**src/rtl/vga_sync.sv**
```systemverilog
// VGA timing generator: pixel/line counters advanced on each rising edge of dclk
// as sampled on clk; syncs and video_on are registered from next-state counters.
module vga_sync #(
  parameter int H_VIS  = 640,
  parameter int H_FP   = 16,
  parameter int H_SYNC = 96,
  parameter int H_BP   = 48,
  parameter int V_VIS  = 480,
  parameter int V_FP   = 10,
  parameter int V_SYNC = 2,
  parameter int V_BP   = 33
) (
  input  logic       clk,
  input  logic       clr_n,
  input  logic       dclk,
  output logic [9:0] hc,
  output logic [9:0] vc,
  output logic       hsync,
  output logic       vsync,
  output logic       video_on,
  output logic       frame_start
);

  localparam int H_TOTAL = H_VIS + H_FP + H_SYNC + H_BP;
  localparam int V_TOTAL = V_VIS + V_FP + V_SYNC + V_BP;

  localparam logic [9:0] H_MAX = 10'(H_TOTAL - 1);
  localparam logic [9:0] V_MAX = 10'(V_TOTAL - 1);

  // 11-bit bounds so a sync pulse ending exactly at 1024 cannot wrap
  localparam logic [10:0] H_VIS_L = 11'(H_VIS);
  localparam logic [10:0] HS_BEG  = 11'(H_VIS + H_FP);
  localparam logic [10:0] HS_END  = 11'(H_VIS + H_FP + H_SYNC);
  localparam logic [10:0] V_VIS_L = 11'(V_VIS);
  localparam logic [10:0] VS_BEG  = 11'(V_VIS + V_FP);
  localparam logic [10:0] VS_END  = 11'(V_VIS + V_FP + V_SYNC);

  logic       dclk_q;
  logic       tick;
  logic [9:0] hc_nxt;
  logic [9:0] vc_nxt;
  logic [10:0] hc_ext;
  logic [10:0] vc_ext;

  assign tick   = dclk & ~dclk_q;
  assign hc_ext = {1'b0, hc_nxt};
  assign vc_ext = {1'b0, vc_nxt};

  always_comb begin
    hc_nxt = hc + 10'd1;
    vc_nxt = vc;
    if (hc == H_MAX) begin
      hc_nxt = '0;
      vc_nxt = (vc == V_MAX) ? '0 : vc + 10'd1;
    end
  end

  // dclk_q resets high so a dclk already high at release is not a tick
  always_ff @(posedge clk or negedge clr_n) begin
    if (!clr_n) begin
      dclk_q      <= 1'b1;
      hc          <= H_MAX;
      vc          <= V_MAX;
      hsync       <= 1'b1;
      vsync       <= 1'b1;
      video_on    <= 1'b0;
      frame_start <= 1'b0;
    end else begin
      dclk_q      <= dclk;
      frame_start <= 1'b0;
      if (tick) begin
        hc          <= hc_nxt;
        vc          <= vc_nxt;
        hsync       <= ~((hc_ext >= HS_BEG) && (hc_ext < HS_END));
        vsync       <= ~((vc_ext >= VS_BEG) && (vc_ext < VS_END));
        video_on    <= (hc_ext < H_VIS_L) && (vc_ext < V_VIS_L);
        frame_start <= (hc_nxt == 10'd0) && (vc_nxt == 10'd0);
      end
    end
  end

endmodule

```
**config.mk**
```make
export PLATFORM = sky130hd
export DESIGN_NAME = vga_sync
export DESIGN_NICKNAME = d
export VERILOG_FILES = /design/src/rtl/vga_sync.sv
export SDC_FILE = /design/constraint.sdc
export NUM_CORES = 1
export LEC_CHECK = 0
export CORE_ASPECT_RATIO = 0.8
export CORE_MARGIN = 2
export CORE_UTILIZATION = 50
export CTS_BUF_LIST = sky130_fd_sc_hd__clkbuf_8
export DETAILED_ROUTE_END_ITERATION = 8
export PLACE_DENSITY = 0.86
export SYNTH_ARGS = -nofsm -noshare
export SYNTH_HDL_FRONTEND = slang
export SYNTH_SLANG_ARGS = --single-unit
```
**constraint.sdc**
```tcl
create_clock -name clk -period 5.5 [get_ports clk]
set_input_delay 1.65 -clock clk [delete_from_list [all_inputs] [get_ports clk]]
set_output_delay 1.65 -clock clk [all_outputs]
set_load 0.1 [all_outputs]
```
==> results.sh <==
export IMPL_status="complete, no violations"
export IMPL_routed_via_count=1499
export IMPL_yosys_top_cells_area="dfstp_2 (19%), dfrtp_1 (17%), nand2_1 (5.7%)"
export IMPL_worstHoldPathType="reg2reg"
export IMPL_numPortBuffers=26
export IMPL_setup_viol=0
export IMPL_syn_cell_area_sq_mm=0.001778
export IMPL_h_tree_depth=1
export IMPL_ctsResizeCount=0
export IMPL_antenna_found_initial=0
export IMPL_start_util=0.5194
export IMPL_path_delay_family="buffers and inverters"
export IMPL_vdd_ir_drop_max_mv=0.2173
export IMPL_syn_inst=192
export IMPL_powerDensity_mw_per_mm2=346.0
export IMPL_end_kind="output port"
export IMPL_fin_crit_sh=0.6791
export IMPL_grt_pass1_wl_mm=6.603
export IMPL_pin_count=27
export IMPL_finClkSkew_ps=8.102
export IMPL_final_cell_count_no_fill=254
export IMPL_die_h_um=57.34
export IMPL_fin_nets=220
export IMPL_slowest_delay_ps=1230
export IMPL_drive_gt1_frac=0.1698
export IMPL_ys_types=49
export IMPL_synth_mux_area_frac=0.01478
export IMPL_hpwl_mm=2.770
export IMPL_critPathRequiredTime_ps=3850
export IMPL_tns_ps=0
export IMPL_drt_iter0_markers=176
export IMPL_synth_top_family_by_area="simple AND/OR/NAND/NOR gates"
export IMPL_tritoncts="yes"
export IMPL_final_design_area_no_fill_sq_mm=0.002042
export IMPL_timing_rr_end="video_on$_DFFE_PN0P_"
export IMPL_layout_common_cells="nand2_1 (27), clkdlybuf4s50_1 (26), o21ai_0 (16), nor2_1 (15), dfstp_2 (13)"
export IMPL_crit_slowest_cell="clkdlybuf4s50_1"
export IMPL_placed_area_sq_mm=0.001997
export IMPL_crit_buf_inv=1
export IMPL_rrSetupSlack_ps=2930
export IMPL_yosysWarnings=0
export IMPL_synthXorXnorAreaFrac=0.07811
export IMPL_max_freq_mhz=267.7
export IMPL_synthSimpleGateAreaFrac=0.2949
export IMPL_postRouteAntennaNets=0
export IMPL_drc=0
export IMPL_power_leakage_nw=0.7801
export IMPL_rsz0062_at_grt="false"
export IMPL_clkSlewWorstSetupHoldPaths_ps=80
export IMPL_final_common_cell="nand2_1"
export IMPL_root_buffer="clkbuf_8"
export IMPL_worstHoldEndpoint="video_on$_DFFE_PN0P_"
export IMPL_period_minus_slack_ps=3735
export IMPL_worstSetupPathType="reg2out"
export IMPL_drv_slew=0
export IMPL_clock_sinks=25
export IMPL_yosys_area_top_type_share=0.1921
export IMPL_grt_usage=0.2077
export IMPL_critPathMaxFanout=12
export IMPL_hold_path_startpoint="video_on$_DFFE_PN0P_"
export IMPL_die_area_sq_mm=0.004052
export IMPL_die_w_um=70.67
export IMPL_place_congestion=0.8786
export IMPL_synth_fp_nets=199
export IMPL_tightest_slew_ps=988.3
export IMPL_hold_violations=0
export IMPL_avgSynthCellArea_sq_um=9.260
export IMPL_dp_cells=250
export IMPL_async_flop_share=1.000
export IMPL_grt_max_degree=26
export IMPL_synth_top_area_cell="dfstp_2"
export IMPL_reg2reg_depth=7
export IMPL_worstSetupStartpointType="register"
export IMPL_routed_wl_mm=3.854
export IMPL_ys_ff_latch=25
export IMPL_cts_buffers_inserted=3
export IMPL_synthAdderAreaFrac=0.02815
export IMPL_crit_chain="clkdlybuf4s50_1"
export IMPL_grt_pass1_vias=1376
export IMPL_synth_edf_count=0
export IMPL_cp_arrival_ps=2080
export IMPL_clock_latency_ps=280
export IMPL_synth_compound_area_frac=0.1555
export IMPL_grt_overflow_total=0
export IMPL_cts_setup_buffers=0
export IMPL_holdPathStages=2
export IMPL_ctsHoldBuffers=0
export IMPL_wire_per_inst_um=15.17
export IMPL_relSlewSlack=0.3391
export IMPL_core_area_sq_mm=0.003423
export IMPL_rows=19
export IMPL_syn_to_final_growth_pct=14.85
export IMPL_rr_startpoint="hc[0]$_DFFE_PN1P_"
export IMPL_diodes=0
export IMPL_viasPerCell=5.902
export IMPL_synth_seq_area_share=0.3610
export IMPL_first_pass_iters=5
export IMPL_drv_cap=0
export IMPL_ys_flop_type="dfstp_2"
export IMPL_max_clock_path_buffers=2
[synth_stat cells, drive strengths merged, types with 2 or more instances]
master,count
a21oi,7
a31oi,5
and2,5
and3,6
and4,5
buf,9
clkbuf,3
dfrtp,12
dfstp,13
ha,4
inv,3
mux2,2
nand2,27
nand2b,4
nand3,12
nor2,15
nor2b,2
nor3,3
nor4,5
o2111ai,2
o21ai,16
o31ai,3
xnor2,11
xor2,4
[logic make-up after synthesis]
| group | count (synthesis) |
|---|---|
| compound gates | 41 |
| flops | 25 |
| fa+ha+maj | 4 |
| simple gates | 90 |
| buf+inv | 15 |
| xor+xnor | 15 |
| mux | 2 |
[sequential cells by signal, summed over array words and instances, names as in the netlist]
register and count:
hc 10, vc 10, dclk_q 1, frame_start 1, hsync 1, video_on 1
vsync 1
[worst max path at each step]
| stage | from | endpoint | depth (start not counted) |
|---|---|---|---|
| after global placement | hc[7]$_DFFE_PN0P_ | hc[7] | 1 |
| final | hc[7]$_DFFE_PN0P_ | hc[7] | 1 |
| after detailed placement | hc[7]$_DFFE_PN0P_ | hc[7] | 1 |
| after floorplan | vc[0]$_DFFE_PN0P_ | frame_start$_DFF_PN0_ | 7 |
| after CTS | hc[7]$_DFFE_PN0P_ | hc[7] | 1 |
| after global routing | hc[7]$_DFFE_PN0P_ | hc[7] | 1 |
[tightest hold or removal path: cells and delay by family (launching register included)]
family,cells,cell delay (ps)
flops,1,360
simple gates,1,70
compound gates,1,50
[final cells by class]
cell class              instances  area (sq um)
clock buffers                   3         41.29
clock inverters                 1         3.754
fillers                       307          1381
inverters                       3         11.26
multi-input cells             152          1016
flip-flops and latches         25         641.9
well taps                      42         52.55
repair buffers                 28         275.3
[per-stage QoR]
| step | hold slack [ps] | utilization | power (W) | worst slack [ps] |
|---|---|---|---|---|
| 6_report | 504.4 | 0.5965 | 0.0007065 | 1765 |
| 5_1_grt | 523.6 | 0.5965 | 0.0007467 | 1708 |
| 4_1_cts | 513.5 | 0.5965 | 0.0007103 | 1750 |
| 3_5_place_dp | 491.4 | 0.5833 | 0.0006014 | 2061 |
| 3_3_place_gp | 471.7 | 0.5833 | 0.0005922 | 2084 |
| 2_1_floorplan | 705.9 | - | 0.0005485 | 2823 |
[power breakdown]
part / internal [W] / switching, W / total [W]
combinational: 0.0000947 / 0.000237 / 0.000332
sequential: 0.000219 / 0.0000478 / 0.000267
clock: 0.0000501 / 0.0000577 / 0.000108
total: 0.000364 / 0.000343 / 0.000707
[metal layers]
layer / up-vias / GRT usage / share of wire
met3: 4 / 0.04594 / 0.058
met1: 715 / 0.3007 / 0.48
li1: 732 / - / -
met2: 48 / 0.3154 / 0.45
met4: 0 / 0.06199 / 0.0080
met5: - / 0 / 0
Note: power is estimated with default switching activity, not from simulation.
